## config.mk

```make
export PLATFORM = sky130hd
export DESIGN_NAME = inst_fetch_ctrl
export DESIGN_NICKNAME = d
export VERILOG_FILES = /design/src/rtl/inst_fetch_ctrl.sv
export SDC_FILE = /design/constraint.sdc
export NUM_CORES = 1
export LEC_CHECK = 0
export ABC_AREA = 0
export BUFFER_PORTS_ARGS = -buffer_cell sky130_fd_sc_hd__buf_2
export CAP_MARGIN = 20
export CORE_MARGIN = 2
export CORE_UTILIZATION = 35
export CTS_CLUSTER_DIAMETER = 100
export DETAILED_ROUTE_END_ITERATION = 8
export GPL_ROUTABILITY_DRIVEN = 0
export REMOVE_ABC_BUFFERS = 1
export SYNTH_ARGS = -nofsm -noshare
export SYNTH_HDL_FRONTEND = slang
export SYNTH_SLANG_ARGS = --single-unit
```

## constraint.sdc

```tcl
create_clock -name clk -period 4.5 [get_ports clk]
set_clock_uncertainty 0.2 [all_clocks]
set_input_delay 0.225 -clock clk [delete_from_list [all_inputs] [get_ports clk]]
set_output_delay 0.225 -clock clk [all_outputs]
set_load 0.01 [all_outputs]
```

## src/rtl/inst_fetch_ctrl.sv

```systemverilog
`default_nettype none
// ============================================================================
// Module   : inst_fetch_ctrl
// Purpose  : Fetch sequencer for a 1-cycle synchronous instruction memory with
//            a small output FIFO, valid/ready delivery and redirect flush.
//            Optional FETCH_MISALIGN_TRAP_EN adds o_Misalign and a HALT state.
// Revision : 1.0 - initial release
// ============================================================================
module inst_fetch_ctrl #(
    parameter int                  MEM_ADDR_WIDTH = 10,
    parameter int                  INST_WIDTH     = 32,
    parameter int                  PC_WIDTH       = 32,
    parameter logic [PC_WIDTH-1:0] RESET_PC       = '0,
    parameter int                  FIFO_DEPTH     = 2
) (
    input  logic                      clk,
    input  logic                      reset,
    output logic [MEM_ADDR_WIDTH-1:0] o_Mem_Addr,
    output logic                      o_Mem_Req,
    input  logic [INST_WIDTH-1:0]     i_Mem_Data,
    input  logic                      i_Redirect,
    input  logic [PC_WIDTH-1:0]       i_Redirect_PC,
    output logic                      o_Inst_Valid,
    input  logic                      i_Inst_Ready,
    output logic [INST_WIDTH-1:0]     o_Inst,
    output logic [PC_WIDTH-1:0]       o_Inst_PC
`ifdef FETCH_MISALIGN_TRAP_EN
    ,
    output logic                      o_Misalign
`endif
);

    localparam int                 c_PTR_W      = (FIFO_DEPTH > 1) ? $clog2(FIFO_DEPTH) : 1;
    localparam int                 c_CNT_W      = $clog2(FIFO_DEPTH + 1);
    localparam logic [c_PTR_W-1:0] c_PTR_LAST   = c_PTR_W'(FIFO_DEPTH - 1);
    localparam logic [c_CNT_W:0]   c_CREDIT_MAX = (c_CNT_W + 1)'(FIFO_DEPTH);

    logic [PC_WIDTH-1:0]   r_pc;
    logic                  r_data_v;
    logic [PC_WIDTH-1:0]   r_data_pc;
    logic [INST_WIDTH-1:0] r_fifo_inst [FIFO_DEPTH];
    logic [PC_WIDTH-1:0]   r_fifo_pc   [FIFO_DEPTH];
    logic [c_PTR_W-1:0]    r_rd_ptr;
    logic [c_PTR_W-1:0]    r_wr_ptr;
    logic [c_CNT_W-1:0]    r_count;

    logic                  w_run;
    logic                  w_pop;
    logic                  w_push;
    logic                  w_issue;
    logic [c_CNT_W:0]      w_credit;
    logic [PC_WIDTH-1:0]   w_target;

    function automatic logic [c_PTR_W-1:0] ptr_next(input logic [c_PTR_W-1:0] p);
        return (p == c_PTR_LAST) ? '0 : p + c_PTR_W'(1);
    endfunction

    assign o_Inst_Valid = (r_count != '0);
    assign o_Inst       = r_fifo_inst[r_rd_ptr];
    assign o_Inst_PC    = r_fifo_pc[r_rd_ptr];
    assign o_Mem_Addr   = r_pc[MEM_ADDR_WIDTH+1:2];

    assign w_pop  = o_Inst_Valid & i_Inst_Ready;
    assign w_push = r_data_v & ~i_Redirect;

    // Slots already promised (buffered + in flight) net of this cycle's pop;
    // issuing only below the depth means a push can never overflow.
    assign w_credit  = {1'b0, r_count}
                     + {{c_CNT_W{1'b0}}, r_data_v}
                     - {{c_CNT_W{1'b0}}, w_pop};
    assign w_issue   = ~reset & w_run & ~i_Redirect & (w_credit < c_CREDIT_MAX);
    assign o_Mem_Req = w_issue;

`ifdef FETCH_MISALIGN_TRAP_EN
    typedef enum logic [0:0] {
        ST_RUN  = 1'b0,
        ST_HALT = 1'b1
    } state_t;

    state_t r_state;
    state_t w_state_next;
    logic   r_misalign;
    logic   w_misaligned;

    assign w_misaligned = i_Redirect & (i_Redirect_PC[1:0] != 2'b00);

    always_ff @(posedge clk) begin
        if (reset) begin
            r_state    <= ST_RUN;
            r_misalign <= 1'b0;
        end else begin
            r_state    <= w_state_next;
            r_misalign <= w_misaligned;
        end
    end

    always_comb begin
        w_state_next = r_state;
        if (i_Redirect) begin
            w_state_next = w_misaligned ? ST_HALT : ST_RUN;
        end
    end

    assign w_run      = (r_state == ST_RUN);
    assign w_target   = i_Redirect_PC;
    assign o_Misalign = r_misalign;
`else
    assign w_run    = 1'b1;
    assign w_target = i_Redirect_PC & {{(PC_WIDTH-2){1'b1}}, 2'b00};
`endif

    always_ff @(posedge clk) begin
        if (reset) begin
            r_pc      <= RESET_PC;
            r_data_v  <= 1'b0;
            r_data_pc <= '0;
            r_rd_ptr  <= '0;
            r_wr_ptr  <= '0;
            r_count   <= '0;
            for (int i = 0; i < FIFO_DEPTH; i++) begin
                r_fifo_inst[i] <= '0;
                r_fifo_pc[i]   <= '0;
            end
        end else if (i_Redirect) begin
            // Buffered and in-flight words belong to the old stream.
            r_pc     <= w_target;
            r_data_v <= 1'b0;
            r_rd_ptr <= '0;
            r_wr_ptr <= '0;
            r_count  <= '0;
        end else begin
            r_data_v <= w_issue;
            if (w_issue) begin
                r_pc      <= r_pc + PC_WIDTH'(4);
                r_data_pc <= r_pc;
            end
            if (w_push) begin
                r_fifo_inst[r_wr_ptr] <= i_Mem_Data;
                r_fifo_pc[r_wr_ptr]   <= r_data_pc;
                r_wr_ptr              <= ptr_next(r_wr_ptr);
            end
            if (w_pop) begin
                r_rd_ptr <= ptr_next(r_rd_ptr);
            end
            case ({w_push, w_pop})
                2'b10:   r_count <= r_count + c_CNT_W'(1);
                2'b01:   r_count <= r_count - c_CNT_W'(1);
                default: r_count <= r_count;
            endcase
        end
    end

endmodule
`default_nettype wire

```

==> impl_metrics.py, run 1 <==
metrics = {
    "run_status": {
        "outcome": "finished clean",
    },
    "pwr": {
        "max-vdd-ir-drop_uv": 182,
        "power_density_nw_per_um2": 347,
        "power.share.combinational": 0.088,
        "switching_pwr_uw": 861,
        "internal-power_mw": 2.77,
        "power.clock.fraction": 0.367,
        "power.sequential.fraction": 0.545,
        "p_sw_frac": 0.237,
        "power_leakage_nw": 4.02,
    },
    "clocking": {
        "clk_latency_ps": 420,
        "clock_tree_from_tritoncts": "done",
        "cts_resized": 0,
        "cell_at_the_root_of_the_clock_tree": "clkbuf_16",
        "htreeDepth": 4,
        "clkSinkCount": 190,
        "cts.clk_slew.worst_paths_ps": 70,
        "ctsLongestPathBuffers": 2,
        "numCtsBuffers": 17,
    },
    "setup_path": {
        "worst-path-max-fanout": 46,
        "crit_required_ps": 4070,
        "arr_time_crit_path_ps": 3100,
        "crit_type": "reg -> out",
        "cp-start-kind": "flip-flop",
        "cp-end-kind": "output pin",
    },
    "floorplanning": {
        "die-area_um2": 25500,
        "row_count": 56,
        "initial_utilization": 0.359,
        "io_pins": 144,
        "fp.coreArea_um2": 23600,
        "die_span_x_um": 160,
        "floorplan.die.height_um": 160,
    },
    "timing": {
        "fin_crit_sh": 0.784,
        "fmax_ghz": 0.284,
        "finalSetupViolations": 0,
        "maxSlewHeadroom": 0.290,
        "rsz0062_at_grt": "false",
        "report.final.slew_viol_count": 0,
        "post-route-min-period_ps": 3530,
        "final_critical_path_setup_slack_ps": 973,
        "report.final.hold_viol_count": 0,
        "tightest_slew_ps": 1060,
        "setup_tns_ps": 0,
    },
    "synth": {
        "async_flop_share": 0,
        "synth_enable_flop_cells": 124,
        "syn-mean-instance-area_um2": 11.5,
        "netlist_area_um2": 8480,
        "yosys_warnings": 0,
        "synth-seq-cells": 190,
        "yosysSeqAreaShare": 0.595,
        "synth_flop_cell": "edfxtp_1",
        "synth_cell_type_count": 50,
        "synthesis.instances": 739,
    },
    "routing": {
        "drc_violations_left": 0,
        "routed_wl_um": 19600,
        "drtIter0Drc": 261,
        "first_pass_iteration_count_of_the_detailed_router": 4,
        "dr_total_vias": 5954,
        "vias_per_cell": 4.82,
        "antenna_left": 0,
        "wl_per_cell_um": 15.9,
    },
    "final_layout": {
        "num_antenna_cells": 0,
        "final_layout_size_suffix_gt1_frac": 0.275,
        "num-nets-final": 976,
        "layout.filler_cells": 2252,
        "area_growth_syn_to_layout_pct": 23.6,
        "finalInstanceArea_um2": 10500,
    },
    "global_routing": {
        "grt_max_degree": 63,
        "grt-ovfl-total": 0,
        "globalRouteTotalUtil": 0.154,
        "grt_first_pass_wirelength_um": 31100,
        "antenna_found_initial": 0,
        "grt_pass1_vias": 5805,
    },
    "place": {
        "port_buffers": 139,
        "detailedPlace.worstSlack_ps": 1030,
        "dpl.hpwl_um": 11300,
        "placed_cell_area_um2": 9460,
    },
    "run": {
        "maxCapViolCount": 0,
    },
    "hold_path": {
        "min-delay-path-class": "in -> reg",
    },
}
## power groups by stage
stage / logic [mW] / clock network [mW] / registers (mW)
floorplan: 0.148 / 0 / 2.01
detailed placement: 0.288 / 0 / 2.02
CTS: 0.324 / 1.38 / 1.98
global placement: 0.286 / 0 / 2.02
finish: 0.319 / 1.34 / 1.98
global route: 0.351 / 1.43 / 1.99
## cell families after synthesis
| family | Yosys count | share of synthesized area |
|---|---|---|
| AOI/OAI and AO/OA | 104 | 0.0718 |
| xor gates and xnor gates | 16 | 0.0165 |
| and+or+nand+nor | 293 | 0.189 |
| adders and majority gates | 4 | 0.00679 |
| other | 1 | 0.000442 |
| DFF | 190 | 0.595 |
| buffers and inverters | 67 | 0.0360 |
| muxes | 64 | 0.0848 |
## critical path, cell delays in order (launching register included)
cell and delay (ps):
dfxtp_1 370, or2_2 300, and2_1 200, ha_1 270
nand2b_1 150, fa_1 380, xnor2_1 170, nand3_2 250
clkinv_1 150, buf_12 240, buf_2 180
## sequential cells by signal, indices dropped and copies added, names as in the netlist, named ones only
name	count
r_count	2
r_data_pc	30
r_data_v	1
r_fifo_inst	64
r_fifo_pc	60
r_pc	30
r_rd_ptr	1
r_wr_ptr	1
## cell usage after synthesis (9+ instances only)
library cell / count / area, um2
and2_1: 136 / 851
a21oi_1: 51 / 255
xor2_1: 9 / 78.8
o21ai_0: 12 / 60.1
nor2_1: 15 / 56.3
o22ai_1: 9 / 56.3
mux2_2: 63 / 709
inv_1: 9 / 33.8
buf_4: 12 / 90.1
edfxtp_1: 124 / 3720
dfxtp_1: 66 / 1320
a31oi_1: 15 / 93.8
nand4_1: 13 / 81.3
clkbuf_1: 35 / 131
nand2_1: 83 / 312
## metal layers
metal | GRT usage | part of all wire | vias to the layer above
met3 | 0.0296 | 0.041 | 17
met1 | 0.203 | 0.47 | 2873
met2 | 0.260 | 0.48 | 134
met5 | 0 | 0 | -
met4 | 0.0430 | 0.011 | 0
li1 | - | - | 2930
## repair_timing
item	4_1_cts	5_1_grt
endpoints found under the hold margin	84	0
setup endpoints to repair	0	0
buffers inserted	0	0
hold buffers	52	0
## cells in the final DEF, fill, tap and decap left out, types with 3 or more instances in the layout
master,n
edfxtp_1,124
nor3_1,6
buf_12,3
inv_1,9
a31oi_1,15
o22ai_1,9
or3_1,4
or2_2,4
a21oi_1,51
mux2_2,63
nor4_1,7
and2_1,136
nand2_1,83
xnor2_1,7
buf_4,8
nor2_1,15
buf_2,139
ha_1,3
nand4_1,13
dfxtp_1,65
dlygate4sd3_1,52
o21ai_0,12
o211ai_1,4
nand3_1,8
clkbuf_16,17
clkinv_1,8
xor2_1,9
## path summary, 6_finish.rpt
path	start	endpoint	slack, ps	cells past startpoint
setup / recovery	r_count[1]$_SDFFE_PP0P_	o_Mem_Req	970	10
hold / removal	i_Redirect_PC[15]	r_pc[15]$_SDFFE_PP0P_	20	4
setup reg to reg	r_count[1]$_SDFFE_PP0P_	r_pc[12]$_SDFFE_PP0P_	1030	12
hold reg to reg	r_data_pc[6]$_SDFFE_PP0P_	r_data_pc[6]$_SDFFE_PP0P_	260	2
## stage by stage
stage	std cells	hold slack (ps)	util	power, mW
after floorplan	683	94.1	-	2.16
after global placement	1152	247	0.401	2.30
after detailed placement	1152	253	0.401	2.31
after CTS	1236	12.0	0.444	3.68
after global routing	1236	26.9	0.444	3.77
final	1236	18.4	0.444	3.64
## final cells by class
type	count	area (um2)	area share
timing repair buffer	202	1340	0.127
tap	319	399	0.0381
clock inverter	14	77.6	0.00740
inverter	10	37.5	0.00358
clock buffer	18	429	0.0409
multi-input combinational	483	3160	0.301
sequential	190	5050	0.481
(Power assumes the default switching activity.)
==> run 2, diff against run 1 <==
==> constraint.sdc (replaced) <==
create_clock -name clk -period 3.1 [get_ports clk]
set_clock_uncertainty 0.2 [all_clocks]
set_input_delay 0.155 -clock clk [delete_from_list [all_inputs] [get_ports clk]]
set_output_delay 0.155 -clock clk [all_outputs]
set_load 0.01 [all_outputs]
==> run 2 against run 1 <==
  * Sequential share of layout area is 2.0 points lower
  * Sequential power is 45% higher
  * Via count is 2.5% higher
  * Critical path type is now reg -> reg
  * Largest power group unchanged
==> impl_metrics.py, run 2 (synthesized netlist as in run 1, its figures left out) <==
metrics = {
    "floorplanning": {
        "die_span_x_um": 160,
        "fp.coreArea_um2": 23600,
        "floorplan.die.height_um": 160,
        "die-area_um2": 25500,
        "row_count": 56,
        "io_pins": 144,
        "initial_utilization": 0.359,
    },
    "final_layout": {
        "largest-register": "r_fifo_inst",
        "area_growth_syn_to_layout_pct": 29.0,
        "num-nets-final": 1012,
        "layout_top_registers": "r_fifo_inst (64), r_fifo_pc (60)",
        "final_common_cell": "buf_2",
        "number_of_flip_flops_in_the_largest_register": 64,
        "finalInstanceArea_um2": 10900,
        "num_antenna_cells": 0,
        "post_route_non_filler_standard_cell_count": 1272,
        "final_layout_size_suffix_gt1_frac": 0.306,
        "layout_common_cells": "buf_2, and2_1, edfxtp_1",
    },
    "clocking": {
        "clkSinkCount": 190,
        "cts.clk_slew.worst_paths_ps": 70,
        "ctsLongestPathBuffers": 2,
        "numCtsBuffers": 17,
        "clock_tree_from_tritoncts": "done",
        "htreeDepth": 4,
        "cell_at_the_root_of_the_clock_tree": "clkbuf_16",
        "clk_latency_ps": 430,
    },
    "global_routing": {
        "grt_max_degree": 63,
        "globalRouteTotalUtil": 0.159,
        "grt_first_pass_wirelength_um": 31700,
        "antenna_found_initial": 0,
        "grt_pass1_vias": 5831,
        "grt-ovfl-total": 0,
    },
    "timing": {
        "post-route-min-period_ps": 2950,
        "tightest_slew_ps": 1020,
        "fin_crit_sh": 0.951,
        "fmax_ghz": 0.339,
        "maxSlewHeadroom": 0.322,
        "rsz0062_at_grt": "false",
        "report.final.hold_viol_count": 0,
        "finalSetupViolations": 0,
        "report.final.slew_viol_count": 0,
    },
    "setup_path": {
        "cp-end-kind": "flip-flop",
        "worst-path-max-fanout": 13,
        "cp-startpoint": "r_count[0]$_SDFFE_PP0P_",
        "r2r_end": "r_pc[16]$_SDFFE_PP0P_",
        "reg2reg_slack_ps": 150,
        "crit_required_ps": 3250,
        "arr_time_crit_path_ps": 3100,
        "worstRegToRegCells": 10,
        "crit-reg2reg-launch": "r_count[0]$_SDFFE_PP0P_",
        "cp-start-kind": "flip-flop",
        "crit_type": "reg -> reg",
    },
    "hold_path": {
        "hold_path_startpoint": "i_Inst_Ready",
        "worst_hold_path.num_cells": 5,
        "min-delay-path-class": "in -> reg",
        "hold_end": "r_rd_ptr$_SDFFE_PP0P_",
    },
    "place": {
        "placed_cell_area_um2": 9610,
        "port_buffers": 139,
        "placedCellCount": 1173,
        "dpl.hpwl_um": 12200,
    },
    "routing": {
        "routed_wl_um": 20200,
        "drc_violations_left": 0,
        "drtIter0Drc": 310,
        "first_pass_iteration_count_of_the_detailed_router": 5,
        "wl_per_cell_um": 15.8,
        "vias_per_cell": 4.80,
        "antenna_left": 0,
        "dr_total_vias": 6102,
    },
    "pwr": {
        "power_leakage_nw": 4.26,
        "power_density_nw_per_um2": 513,
        "max-vdd-ir-drop_uv": 294,
    },
    "run_status": {
        "outcome": "finished clean",
    },
    "run": {
        "maxCapViolCount": 0,
    },
}
-- run 2: timing repair --
action | 4_1_cts | 5_1_grt
setup endpoints to repair | 11 | 11
buffers inserted | 3 | 1
hold endpoints to repair | 99 | 0
resized for setup | 6 | 12
hold buffers | 63 | 0
pin swaps | 2 | 6
-- run 2: through the flow --
step	total power, mW	setup TNS, ps	worst slack, ps	utilization	hold slack, ps
2_1_floorplan	3.13	-236420	-1410	-	24.1
3_3_place_gp	3.36	0	11.8	0.406	242
3_5_place_dp	3.37	-24.2	-19.5	0.407	248
4_1_cts	5.67	0	2.10	0.461	33.2
5_1_grt	5.82	0	29.9	0.463	60.2
6_report	5.62	0	153	0.463	48.9
-- run 2: how the worst max path moves through the flow --
stage                                  to  slack [ps]
global placement     r_pc[9]$_SDFFE_PP0P_          10
finish              r_pc[16]$_SDFFE_PP0P_         150
CTS                 r_pc[16]$_SDFFE_PP0P_           2
floorplan           r_pc[11]$_SDFFE_PP0P_       -1410
global route        r_pc[16]$_SDFFE_PP0P_          30
detailed placement  r_pc[16]$_SDFFE_PP0P_         -20
-- run 2: area by class of cell --
cell class / count / area, um2
fill: 2263 / 12700
sequential: 190 / 5050
multi-input combinational: 483 / 3200
timing repair buffer: 238 / 1650
clock buffer: 20 / 468
tap: 319 / 399
clock inverter: 12 / 131
inverter: 10 / 37.5
-- run 2: critical path, cell delays in order, from the launching register on --
cell and delay, ps:
dfxtp_2 320, or2_4 240, and2_4 150, ha_4 200, nand2b_4 140, fa_2 570, nand3_2 90, buf_6 160
buf_8 140, or4_1 490, a31oi_1 170
-- run 2: power by group --
group | total [mW] | internal, mW | leakage, nW | switching (mW)
logic | 0.510 | 0.249 | 2.13 | 0.261
clock network | 2.23 | 1.26 | 0.296 | 0.970
registers | 2.87 | 2.80 | 1.83 | 0.0695
total | 5.62 | 4.32 | 4.26 | 1.30
-- run 2: routing by layer --
| metal | GRT usage | part of all wire |
|---|---|---|
| met1 | 0.210 | 0.45 |
| met2 | 0.266 | 0.49 |
| met3 | 0.0317 | 0.045 |
| met4 | 0.0397 | 0.0084 |
| met5 | 0 | 0 |
